`src/rtl/rv32i_types.sv`:
```
// Shared types for the RV32I pipeline control slice: controller state encoding
// and the bubble instruction used when IF/ID is flushed.
package rv32i_types;

    typedef enum logic {
        RUN  = 1'b0,
        WAIT = 1'b1
    } ctrl_state_e;

    // addi x0, x0, 0
    localparam logic [31:0] NOP = 32'h0000_0013;

endpackage

```
`src/rtl/pipeline_ctrl_if.sv`:
```
// Handshake bundle between the pipeline datapath (master) and the stall/flush
// controller (slave): hazard operands, memory requests, enables and counters.
interface pipeline_ctrl_if;

    logic [4:0]  id_rs1;
    logic [4:0]  id_rs2;
    logic        id_uses_rs1;
    logic        id_uses_rs2;
    logic [4:0]  ex_rd;
    logic        ex_mem_read;
    logic        ex_mispredict;

    logic        imem_read;
    logic        imem_resp;
    logic        dmem_read;
    logic        dmem_write;
    logic        dmem_resp;

    logic        imem_read_o;
    logic        dmem_read_o;
    logic        dmem_write_o;

    logic        pc_load;
    logic        if_id_load;
    logic        id_ex_load;
    logic        ex_mem_load;
    logic        mem_wb_load;
    logic        if_id_flush;
    logic        id_ex_flush;

    logic [31:0] perf_stall;
    logic [31:0] perf_flush;

    modport master (
        output id_rs1, id_rs2, id_uses_rs1, id_uses_rs2, ex_rd, ex_mem_read, ex_mispredict,
        output imem_read, imem_resp, dmem_read, dmem_write, dmem_resp,
        input  imem_read_o, dmem_read_o, dmem_write_o,
        input  pc_load, if_id_load, id_ex_load, ex_mem_load, mem_wb_load,
        input  if_id_flush, id_ex_flush,
        input  perf_stall, perf_flush
    );

    modport slave (
        input  id_rs1, id_rs2, id_uses_rs1, id_uses_rs2, ex_rd, ex_mem_read, ex_mispredict,
        input  imem_read, imem_resp, dmem_read, dmem_write, dmem_resp,
        output imem_read_o, dmem_read_o, dmem_write_o,
        output pc_load, if_id_load, id_ex_load, ex_mem_load, mem_wb_load,
        output if_id_flush, id_ex_flush,
        output perf_stall, perf_flush
    );

endinterface

```
`src/rtl/hazard_detect.sv`:
```
// Load-use hazard detector: flags an ID instruction that reads the register a
// load in EX is about to write. x0 never creates a dependency.
module hazard_detect (
    input  logic [4:0] i_id_rs1,
    input  logic [4:0] i_id_rs2,
    input  logic       i_id_uses_rs1,
    input  logic       i_id_uses_rs2,
    input  logic [4:0] i_ex_rd,
    input  logic       i_ex_mem_read,
    output logic       o_lu
);

    logic w_rs1_hit;
    logic w_rs2_hit;

    assign w_rs1_hit = i_id_uses_rs1 && (i_id_rs1 == i_ex_rd);
    assign w_rs2_hit = i_id_uses_rs2 && (i_id_rs2 == i_ex_rd);
    assign o_lu      = i_ex_mem_read && (i_ex_rd != 5'd0) && (w_rs1_hit || w_rs2_hit);

endmodule

```
`src/rtl/pipeline_ctrl.sv`:
```
// Pipeline stall/flush controller: freezes all stages while a cache access is
// outstanding, then applies mispredict flush or load-use bubble.
module pipeline_ctrl
    import rv32i_types::*;
(
    input  logic           clk,
    input  logic           rst,
    pipeline_ctrl_if.slave bus
);

    ctrl_state_e r_state;
    logic        r_imem_done;
    logic        r_dmem_done;
    logic [31:0] r_perf_stall;
    logic [31:0] r_perf_flush;

    logic        w_lu;
    logic        w_ipend;
    logic        w_dpend;
    logic        w_busy;

    hazard_detect u_hazard_detect (
        .i_id_rs1      (bus.id_rs1),
        .i_id_rs2      (bus.id_rs2),
        .i_id_uses_rs1 (bus.id_uses_rs1),
        .i_id_uses_rs2 (bus.id_uses_rs2),
        .i_ex_rd       (bus.ex_rd),
        .i_ex_mem_read (bus.ex_mem_read),
        .o_lu          (w_lu)
    );

    // A response arriving this cycle already counts as completion.
    assign w_ipend = bus.imem_read && !r_imem_done && !bus.imem_resp;
    assign w_dpend = (bus.dmem_read || bus.dmem_write) && !r_dmem_done && !bus.dmem_resp;
    assign w_busy  = w_ipend || w_dpend;

    assign bus.imem_read_o  = bus.imem_read  && !r_imem_done;
    assign bus.dmem_read_o  = bus.dmem_read  && !r_dmem_done;
    assign bus.dmem_write_o = bus.dmem_write && !r_dmem_done;

    assign bus.perf_stall = r_perf_stall;
    assign bus.perf_flush = r_perf_flush;

    always_comb begin
        // NOTE: every output gets a default first so no path through the if-chain infers a latch.
        bus.pc_load     = 1'b1;
        bus.if_id_load  = 1'b1;
        bus.id_ex_load  = 1'b1;
        bus.ex_mem_load = 1'b1;
        bus.mem_wb_load = 1'b1;
        bus.if_id_flush = 1'b0;
        bus.id_ex_flush = 1'b0;
        if (w_busy) begin
            bus.pc_load     = 1'b0;
            bus.if_id_load  = 1'b0;
            bus.id_ex_load  = 1'b0;
            bus.ex_mem_load = 1'b0;
            bus.mem_wb_load = 1'b0;
        end else if (bus.ex_mispredict) begin
            bus.if_id_flush = 1'b1;
            bus.id_ex_flush = 1'b1;
        end else if (w_lu) begin
            bus.pc_load     = 1'b0;
            bus.if_id_load  = 1'b0;
            bus.id_ex_flush = 1'b1;
        end
    end

    // NOTE: state is updated with non-blocking assignments so every register samples pre-edge values.
    always_ff @(posedge clk) begin
        if (rst) begin
            r_state      <= RUN;
            r_imem_done  <= 1'b0;
            r_dmem_done  <= 1'b0;
            r_perf_stall <= 32'd0;
            r_perf_flush <= 32'd0;
        end else begin
            case (r_state)
                RUN: begin
                    if (w_busy) begin
                        r_state     <= WAIT;
                        r_imem_done <= bus.imem_read && bus.imem_resp;
                        r_dmem_done <= (bus.dmem_read || bus.dmem_write) && bus.dmem_resp;
                    end
                end
                WAIT: begin
                    if (w_busy) begin
                        r_imem_done <= r_imem_done || (bus.imem_read && bus.imem_resp);
                        r_dmem_done <= r_dmem_done ||
                                       ((bus.dmem_read || bus.dmem_write) && bus.dmem_resp);
                    end else begin
                        r_state     <= RUN;
                        r_imem_done <= 1'b0;
                        r_dmem_done <= 1'b0;
                    end
                end
                default: r_state <= RUN;
            endcase

            if (w_busy) begin
                r_perf_stall <= r_perf_stall + 32'd1;
            end else if (bus.ex_mispredict) begin
                r_perf_flush <= r_perf_flush + 32'd1;
            end
        end
    end

endmodule

```
`src/flat_wrapper.sv`:
```
// flat-port wrapper written by rule: the top's interface ports become plain ports
module pipeline_ctrl_flat import rv32i_types::*;
  (clk, rst, bus_id_rs1, bus_id_rs2, bus_id_uses_rs1, bus_id_uses_rs2, bus_ex_rd, bus_ex_mem_read, bus_ex_mispredict, bus_imem_read, bus_imem_resp, bus_dmem_read, bus_dmem_write, bus_dmem_resp, bus_imem_read_o, bus_dmem_read_o, bus_dmem_write_o, bus_pc_load, bus_if_id_load, bus_id_ex_load, bus_ex_mem_load, bus_mem_wb_load, bus_if_id_flush, bus_id_ex_flush, bus_perf_stall, bus_perf_flush);
  pipeline_ctrl_if bus_i ();
  input  logic clk;
  input  logic rst;
  input wire logic [$bits(bus_i.id_rs1)-1:0] bus_id_rs1;
  input wire logic [$bits(bus_i.id_rs2)-1:0] bus_id_rs2;
  input wire logic [$bits(bus_i.id_uses_rs1)-1:0] bus_id_uses_rs1;
  input wire logic [$bits(bus_i.id_uses_rs2)-1:0] bus_id_uses_rs2;
  input wire logic [$bits(bus_i.ex_rd)-1:0] bus_ex_rd;
  input wire logic [$bits(bus_i.ex_mem_read)-1:0] bus_ex_mem_read;
  input wire logic [$bits(bus_i.ex_mispredict)-1:0] bus_ex_mispredict;
  input wire logic [$bits(bus_i.imem_read)-1:0] bus_imem_read;
  input wire logic [$bits(bus_i.imem_resp)-1:0] bus_imem_resp;
  input wire logic [$bits(bus_i.dmem_read)-1:0] bus_dmem_read;
  input wire logic [$bits(bus_i.dmem_write)-1:0] bus_dmem_write;
  input wire logic [$bits(bus_i.dmem_resp)-1:0] bus_dmem_resp;
  output wire logic [$bits(bus_i.imem_read_o)-1:0] bus_imem_read_o;
  output wire logic [$bits(bus_i.dmem_read_o)-1:0] bus_dmem_read_o;
  output wire logic [$bits(bus_i.dmem_write_o)-1:0] bus_dmem_write_o;
  output wire logic [$bits(bus_i.pc_load)-1:0] bus_pc_load;
  output wire logic [$bits(bus_i.if_id_load)-1:0] bus_if_id_load;
  output wire logic [$bits(bus_i.id_ex_load)-1:0] bus_id_ex_load;
  output wire logic [$bits(bus_i.ex_mem_load)-1:0] bus_ex_mem_load;
  output wire logic [$bits(bus_i.mem_wb_load)-1:0] bus_mem_wb_load;
  output wire logic [$bits(bus_i.if_id_flush)-1:0] bus_if_id_flush;
  output wire logic [$bits(bus_i.id_ex_flush)-1:0] bus_id_ex_flush;
  output wire logic [$bits(bus_i.perf_stall)-1:0] bus_perf_stall;
  output wire logic [$bits(bus_i.perf_flush)-1:0] bus_perf_flush;
  assign bus_i.id_rs1 = bus_id_rs1;
  assign bus_i.id_rs2 = bus_id_rs2;
  assign bus_i.id_uses_rs1 = bus_id_uses_rs1;
  assign bus_i.id_uses_rs2 = bus_id_uses_rs2;
  assign bus_i.ex_rd = bus_ex_rd;
  assign bus_i.ex_mem_read = bus_ex_mem_read;
  assign bus_i.ex_mispredict = bus_ex_mispredict;
  assign bus_i.imem_read = bus_imem_read;
  assign bus_i.imem_resp = bus_imem_resp;
  assign bus_i.dmem_read = bus_dmem_read;
  assign bus_i.dmem_write = bus_dmem_write;
  assign bus_i.dmem_resp = bus_dmem_resp;
  assign bus_imem_read_o = bus_i.imem_read_o;
  assign bus_dmem_read_o = bus_i.dmem_read_o;
  assign bus_dmem_write_o = bus_i.dmem_write_o;
  assign bus_pc_load = bus_i.pc_load;
  assign bus_if_id_load = bus_i.if_id_load;
  assign bus_id_ex_load = bus_i.id_ex_load;
  assign bus_ex_mem_load = bus_i.ex_mem_load;
  assign bus_mem_wb_load = bus_i.mem_wb_load;
  assign bus_if_id_flush = bus_i.if_id_flush;
  assign bus_id_ex_flush = bus_i.id_ex_flush;
  assign bus_perf_stall = bus_i.perf_stall;
  assign bus_perf_flush = bus_i.perf_flush;
  pipeline_ctrl u_core (.clk(clk), .rst(rst), .bus(bus_i));
endmodule
```
`config.mk`:
```
export PLATFORM = sky130hd
export DESIGN_NAME = pipeline_ctrl_flat
export DESIGN_NICKNAME = d
export VERILOG_FILES = /design/src/rtl/rv32i_types.sv /design/src/rtl/pipeline_ctrl_if.sv /design/src/rtl/hazard_detect.sv /design/src/rtl/pipeline_ctrl.sv /design/src/flat_wrapper.sv
export SDC_FILE = /design/constraint.sdc
export NUM_CORES = 1
export LEC_CHECK = 0
export CAP_MARGIN = 20
export CELL_PAD_IN_SITES_DETAIL_PLACEMENT = 0
export CELL_PAD_IN_SITES_GLOBAL_PLACEMENT = 2
export CORE_ASPECT_RATIO = 0.8
export CORE_MARGIN = 4
export CORE_UTILIZATION = 25
export CTS_BUF_LIST = sky130_fd_sc_hd__clkbuf_8
export CTS_CLUSTER_DIAMETER = 40
export DETAILED_ROUTE_END_ITERATION = 8
export MAX_ROUTING_LAYER = met4
export PLACE_DENSITY_LB_ADDON = 0.12
export RECOVER_POWER = 50
export SLEW_MARGIN = 20
export SYNTH_ARGS = -nofsm -noshare
export SYNTH_HDL_FRONTEND = slang
export SYNTH_SLANG_ARGS = --single-unit
export TNS_END_PERCENT = 50
```
`constraint.sdc`:
```
create_clock -name clk -period 2 [get_ports clk]
set_clock_uncertainty 0.1 [all_clocks]
set_input_delay 0.4 -clock clk [delete_from_list [all_inputs] [get_ports clk]]
set_output_delay 0.4 -clock clk [all_outputs]
set_load 0.1 [all_outputs]
```
==> impl_summary.md, run 1 <==
Drt
The routed design has approximately 10000 microns of wire. The total number of vias is around 3300. The via density per instance is ~4.7. The routed wire length per instance is 14.0 microns.

The first TritonRoute pass finished after 6 iterations. The number of design-rule violations left by the first detailed-router iteration is about 140. Once detail routing completed, the nets flagged for antenna violations numbered 0. The post-detailed-route DRC marker count is 0.

Finish
In the layout the commonest cells are sky130_fd_sc_hd__nor2_1 (55), sky130_fd_sc_hd__clkbuf_2 (52), sky130_fd_sc_hd__buf_4 (44), sky130_fd_sc_hd__dfxtp_4 (44), sky130_fd_sc_hd__nand4_1 (33). The final net count is 561. In the final layout, the share of cells above drive strength 1 is roughly 40%. The layout overhead on the synthesized area is 59.0%. The most common cell after layout, fill and taps aside is sky130_fd_sc_hd__nor2_1.

Place
The congestion estimate from routability-driven global placement came to approximately 0.74. The sum of net half-perimeters after detailed placement is 7360 microns. The port buffer count is 99.

Yosys
The synthesis warning total is 0. Synthesis handed over a netlist of 391 instances. The post-synthesis register bit count is 67. The post-synth design cell area is roughly 3300 sq um. The per-instance average area after synthesis is between 8 and 9 sq um. The total nets after synthesis is roughly 420.

The share of synthesized area occupied by flip-flops and latches is 40.5%. The number of different library cells used by synthesis comes to 46.

Floorplan
The floorplan step set the die height to around 110 microns. The floorplan step defined a core boundary enclosing around 13000 sq um. For this configuration, the core starts out at a cell density of between 20% and 30%.

The floorplan has 37 rows. The floorplan step set the die width to 137 microns. The full die area is 15200 sq um. During I/O placement, the number of pins put on the boundary was 100.

Setup path
The cell family contributing the most delay on the critical path is simple AND/OR/NAND/NOR gates. The critical path goes through buf_8 > or4_4 > o211ai_1 > buf_4 > a21oi_4 > buf_12. Data on the critical path arrives at its endpoint at approximately 1.7 ns. At the worst endpoint, the required time is about 1.5 ns. Together, buffers and inverters on the worst path number 3. On the critical path, the stage with the largest delay is an instance of sky130_fd_sc_hd__or4_4. The maximum net fanout on the critical path is 3. The worst setup path is launched from an input port.

STA classifies the critical path endpoint as an output pin. The kind of critical path is in2out. In this design, the stage delay of the slowest critical-path cell is approximately 0.52 ns.

Global routing
The maximum number of pins on one net before global-route repair is 32. The via count of the first global-routing pass was 3261. The number of antenna violations at the first check in global routing was 1. For this run, the total global-route usage over all layers was measured as 13.7%. The residual overflow from global routing is 0.

The first global-routing pass estimated 16500 microns of wire.

STA
Setup repair after global routing could not meet its margin everywhere. The setup TNS is -0.596 ns. The number of hold violations in the final report is 0.

The minimum setup slack in the final design is -0.185 ns. The fmax is approximately 460 MHz. Headroom to the max-slew limit came out at 62.7%. The number of setup violations in the final report is 7. The final max-slew violation count is 0. The transition time at the pin with the least slew margin is ~0.56 ns. The final critical path takes up 109% of the cycle. The routed design could run at a clock period as short as 2.18 ns.

Clock tree
The master cell of the clock root buffer is sky130_fd_sc_hd__clkbuf_8. The clock-pin transition on the worst setup and hold timing paths is 0.08 ns. The number of clock sinks is 67. The CTS tree is yes. In this run the deepest clock path goes through 2 buffers.

The H-tree generated during clock tree synthesis spans 3 levels. The clock latency reported for the late side of the worst-skew pair is between 0.3 and 0.4 ns. Clock tree synthesis inserted a total of 9 buffers.

Run status
The run finished, with violations left. The final reports fail on negative setup slack.

Power and ir drop
Across the VDD grid, the largest voltage drop is 0.000315 V. The power density of the placed cells is 569 nW/um^2. The leakage power is roughly 0.002 uW. The design draws 2990 uW.

Min path
In this run the worst hold path is classified as in2reg.

Run
The number of max-capacitance violations reported is 0.
## cells by family (layout without fill, tap and decap cells)
family                     count (synthesis)  count (layout)  synth area share (%)
AOI/OAI and AO/OA                         51              51                  8.99
buffers and inverters                     26             173                  3.48
other                                      0               1                     0
DFF                                       67              67                  40.5
muxes                                      2               2                 0.642
and+or+nand+nor                          191             191                  31.9
adders and majority gates                  2               2                 0.755
xor gates and xnor gates                  52              52                  13.8
## worst paths after layout
check | startpoint | endpoint | slack [ns] | cells after the start
worst min register to register | u_core.bus.perf_flush[31] | u_core.bus.perf_flush[31] | 0.39 | 2
worst max-delay path | bus_ex_rd[2] | bus_id_ex_flush | -0.18 | 6
worst min-delay path | rst | u_core.bus.perf_stall[17] | 0.27 | 2
worst max register to register | u_core.bus.perf_flush[9] | u_core.bus.perf_flush[31] | 0.05 | 6
## state kept, by name, summed over array words and instances (netlist names)
register / cells
u_core.bus.perf_flush: 32
u_core.bus.perf_stall: 32
u_core.r_dmem_done: 1
u_core.r_imem_done: 1
u_core.r_state: 1
## synth_stat cells (all sizes together)
cell,number,share of area (%)
ha,2,0.76
nand4,34,6.6
o41ai,1,0.26
or3,11,2.1
nor3,6,1.4
or4b,1,0.30
or4,10,2.3
o21a,1,0.23
nor2,58,6.6
and2,3,0.57
mux2,1,0.34
xnor2,21,5.6
nand2b,1,0.19
clkbuf,11,1.2
nor2b,4,0.76
nand2,20,2.3
nand3,24,4.2
a21o,2,0.45
inv,7,0.79
dfxtp,67,40
o22ai,1,0.19
o211ai,1,0.23
o31ai,8,1.8
a32oi,2,0.53
a21oi,23,3.5
o21ai,12,1.8
nor4,5,1.1
mux2i,1,0.30
nor3b,1,0.57
and3,5,0.94
and4,6,1.6
buf,8,1.4
or2,2,0.38
xor2,31,8.2
## what timing repair did
action | CTS | global route
gates resized for setup | 52 | 13
endpoints found under the setup margin | 19 | 16
hold buffers | 0 | 0
cloned | 0 | 1
pin swaps | 19 | 19
setup buffers | 5 | 9
## area by class of cell
type | count | area (sq um)
multi-input combinational | 298 | 1950
clock inverter | 5 | 52.6
fill | 1299 | 7650
tap | 175 | 219
sequential | 67 | 1520
timing repair buffer | 150 | 1340
inverter | 7 | 38.8
clock buffer | 11 | 151
antenna | 1 | 2.50
## report_power, final
group          internal (uW)  total [uW]  leakage, uW  switching, uW
logic                    185         510      0.00131            326
registers               1290        1310     0.000580           18.5
clock network            638        1170     0.000110            535
total                   2120        2990      0.00200            879
## metal layers
| metal | vias to the layer above | routed length [microns] | track usage [%] |
|---|---|---|---|
| li1 | 1691 | - | - |
| met1 | 1565 | 4930 | 18.5 |
| met2 | 83 | 4310 | 19.7 |
| met3 | 10 | 641 | 4.17 |
| met4 | 0 | 108 | 3.69 |
| met5 | - | 0 | - |
## per-stage QoR
stage	setup slack (ns)	cell area (sq um)	hold WS, ns	instances	utilization, %
after global routing	-0.241	5270	0.290	714	40.8
after detailed placement	-0.585	5680	0.396	683	43.9
after floorplan	-0.359	3580	0.397	391	-
after CTS	-0.188	5910	0.249	703	45.8
after global placement	-0.582	5680	0.394	683	43.9
final	-0.185	5270	0.275	714	40.8
(Power assumes the default switching activity.)
==> run 2: changes to the inputs <==
CTS_CLUSTER_SIZE = 14   (was unset)
PLACE_DENSITY = 0.79   (was unset)
PLACE_DENSITY_LB_ADDON = unset   (was 0.12)
==> impl_summary.md, run 2 (synthesis results as in run 1) <==
Run status
Run status: finished with violations (unchanged). Violated checks: negative setup slack (unchanged).

Setup path
The maximum net fanout on the critical path is 3 (unchanged). The delay of the slowest cell on the worst path came to 0.51 ns (was 0.52 ns). The critical path capture point type is an output pin (unchanged). The arrival time of the worst setup path came to 1.67 ns (was 1.68 ns). The startpoint of the worst-slack reg-to-reg timing path is u_core.bus.perf_stall[6] (was u_core.bus.perf_flush[9]).

The kind of critical path is in2out (unchanged). The required time reported for the critical path endpoint is 1.50 ns (about the same). The element type at the critical path start is an input port (unchanged). Critical-path cell list: buf_8 > or4_4 > o211ai_1 > buf_4 > a21oi_4 > buf_12 (unchanged). The critical path startpoint is bus_ex_rd[2] (unchanged).

The highest-delay cell along the critical path is sky130_fd_sc_hd__or4_4 (unchanged).

Finish
The share of final-layout standard cells stronger than drive strength 1 is 41.0% (was 40.3%). The layout overhead on the synthesized area is 56.1% (was 59.0%). The most common cell after layout, fill and taps aside is sky130_fd_sc_hd__clkbuf_2 (was sky130_fd_sc_hd__nor2_1). The count of non-filler cells in the finished layout is 710 (was 714). The final net count is 557 (was 561).

Highest-count cells in the layout ignoring fill and taps: sky130_fd_sc_hd__clkbuf_2 (58), sky130_fd_sc_hd__nor2_1 (53), sky130_fd_sc_hd__dfxtp_4 (43) (was sky130_fd_sc_hd__nor2_1 (55), sky130_fd_sc_hd__clkbuf_2 (52), sky130_fd_sc_hd__buf_4 (44), sky130_fd_sc_hd__dfxtp_4 (44), sky130_fd_sc_hd__nand4_1 (33)). The final instance area is 5170 sq um (was 5270 sq um).

Place
The post-place instance area came to 5720 sq um (was 5680 sq um). The number of placed cells counting well taps is 685 (was 683). The port buffer count is 99 (unchanged). The final weighted congestion in routability-driven placement came to 0.832 (was 0.738). The sum of net half-perimeters after detailed placement is 7590 microns (was 7360 microns).

Clock tree
The master cell of the clock root buffer is sky130_fd_sc_hd__clkbuf_8 (unchanged). The clock-pin transition on the worst setup and hold timing paths came to 0.07 ns (was 0.08 ns). The maximum buffer depth of the clock tree is 2 (unchanged). The CTS buffer count came to 9 (unchanged). The number of buffers inserted for hold repair after clock tree synthesis is 0 (unchanged). The CTS tree is yes (unchanged). The clock latency reported for the late side of the worst-skew pair is 0.35 ns (was 0.34 ns).

The level count of the clock H-tree is 3 (unchanged). The number of clock sinks was 67 (unchanged).

Power and ir drop
The total power after layout is 3050 uW (was 2990 uW). The power density of the placed cells was 589 nW/um^2 (was 569 nW/um^2). The leakage power is 0.00195 uW (was 0.00200 uW). The maximum resistive drop on vdd is 0.000331 V (was 0.000315 V).

Drt
The post-detailed-route DRC marker count is 0 (unchanged). The total number of vias is 3350 (was 3349). The via density per instance is 4.72 (was 4.69).

The number of nets with antenna violations after detailed routing is 0 (unchanged). The final wirelength is 9990 microns (about the same). The total iterations of the first detailed-routing run is 4 (was 6). The routed wire length per instance was 14.1 microns (was 14.0 microns). The number of design-rule violations left by the first detailed-router iteration was 150 (was 137).

Floorplan
The full die area is 15200 sq um (unchanged). The number of I/O pins is 100 (unchanged). The site row count is 37 (unchanged).

The starting utilization of the core area was 25.6% (unchanged). The die extent in x came to 137 microns (unchanged). The height of the die is 111 microns (unchanged). The core box area is 12900 sq um (unchanged).

Run
The number of max-capacitance violations reported came to 0 (unchanged).

Global routing
The combined global-route utilization of all metal layers is 13.7% (about the same). The first-pass GRT wire length is 16200 microns (was 16500 microns). The number of antenna violations at the first check in global routing is 1 (unchanged). The maximum number of pins on one net before global-route repair is 35 (was 32). The residual overflow from global routing is 0 (unchanged). The via count of the first global-routing pass is 3306 (was 3261).

STA
The normalized max-slew margin is 62.3% (was 62.7%). The number of hold violations in the final report was 0 (unchanged). The transition time at the pin with the least slew margin is 0.568 ns (was 0.562 ns). The final max-slew violation count was 0 (unchanged). The final critical delay including setup and external delays is 2.17 ns (was 2.18 ns). Unrepaired setup endpoints after global routing: true (unchanged). The final clock period utilization by the worst path is 108% (was 109%). The number of setup violations in the final report is 10 (was 7). The fmax is 462 MHz (was 458 MHz). The minimum setup slack in the final design is -0.167 ns (was -0.185 ns).

Min path
The class of the tightest hold or removal check was in2reg (unchanged). The startpoint of the tightest hold check path is rst (unchanged).
## run 2: where the power goes
part | total [uW] | internal [uW] | switching, uW
clock network | 1210 | 687 | 526
logic | 522 | 196 | 327
registers | 1310 | 1290 | 16.9
## run 2: through the flow
stage	TNS [ns]	utilization (%)	worst slack, ns	hold slack (ns)
final	-0.601	40.0	-0.167	0.287
after global routing	-1.93	40.0	-0.203	0.271
after CTS	-0.590	46.2	-0.169	0.260
after detailed placement	-16.59	44.3	-0.567	0.396
after global placement	-14.77	44.3	-0.564	0.388
after floorplan	-1.32	-	-0.359	0.397
## run 2: final cells by class
cell class / instances / area [sq um]
fillers: 1286 / 7750
multi-input cells: 298 / 1930
flip-flops and latches: 67 / 1520
repair buffers: 146 / 1260
well taps: 175 / 219
clock buffers: 9 / 124
clock inverters: 7 / 82.6
inverters: 7 / 33.8
diodes: 1 / 2.50
## run 2: per-layer routing
metal / vias up / GRT usage (%) / routed length [microns]
met4: 0 / 3.36 / 83
met2: 83 / 20.7 / 4450
li1: 1686 / - / -
met3: 6 / 5.63 / 668
met5: - / - / 0
met1: 1575 / 17.1 / 4780
## run 2: worst max-delay path, delay by kind of cell
family	cells	cell delay (ns)
and+or+nand+nor	1	0.51
buffers and inverters	3	0.44
AOI/OAI and AO/OA	2	0.32
## run 2: final timing paths
check                                    to  depth (start not counted)  slack, ns
setup reg to reg  u_core.bus.perf_stall[28]                          5      -0.05
hold / removal    u_core.bus.perf_stall[26]                          3       0.29
hold reg to reg   u_core.bus.perf_stall[28]                          2       0.39
setup / recovery            bus_id_ex_flush                          6      -0.17
## run 2: repair_timing
item,4_1_cts,5_1_grt
gates resized for setup,55,15
endpoints found under the setup margin,15,15
pin swaps,22,19
buffers inserted,8,1
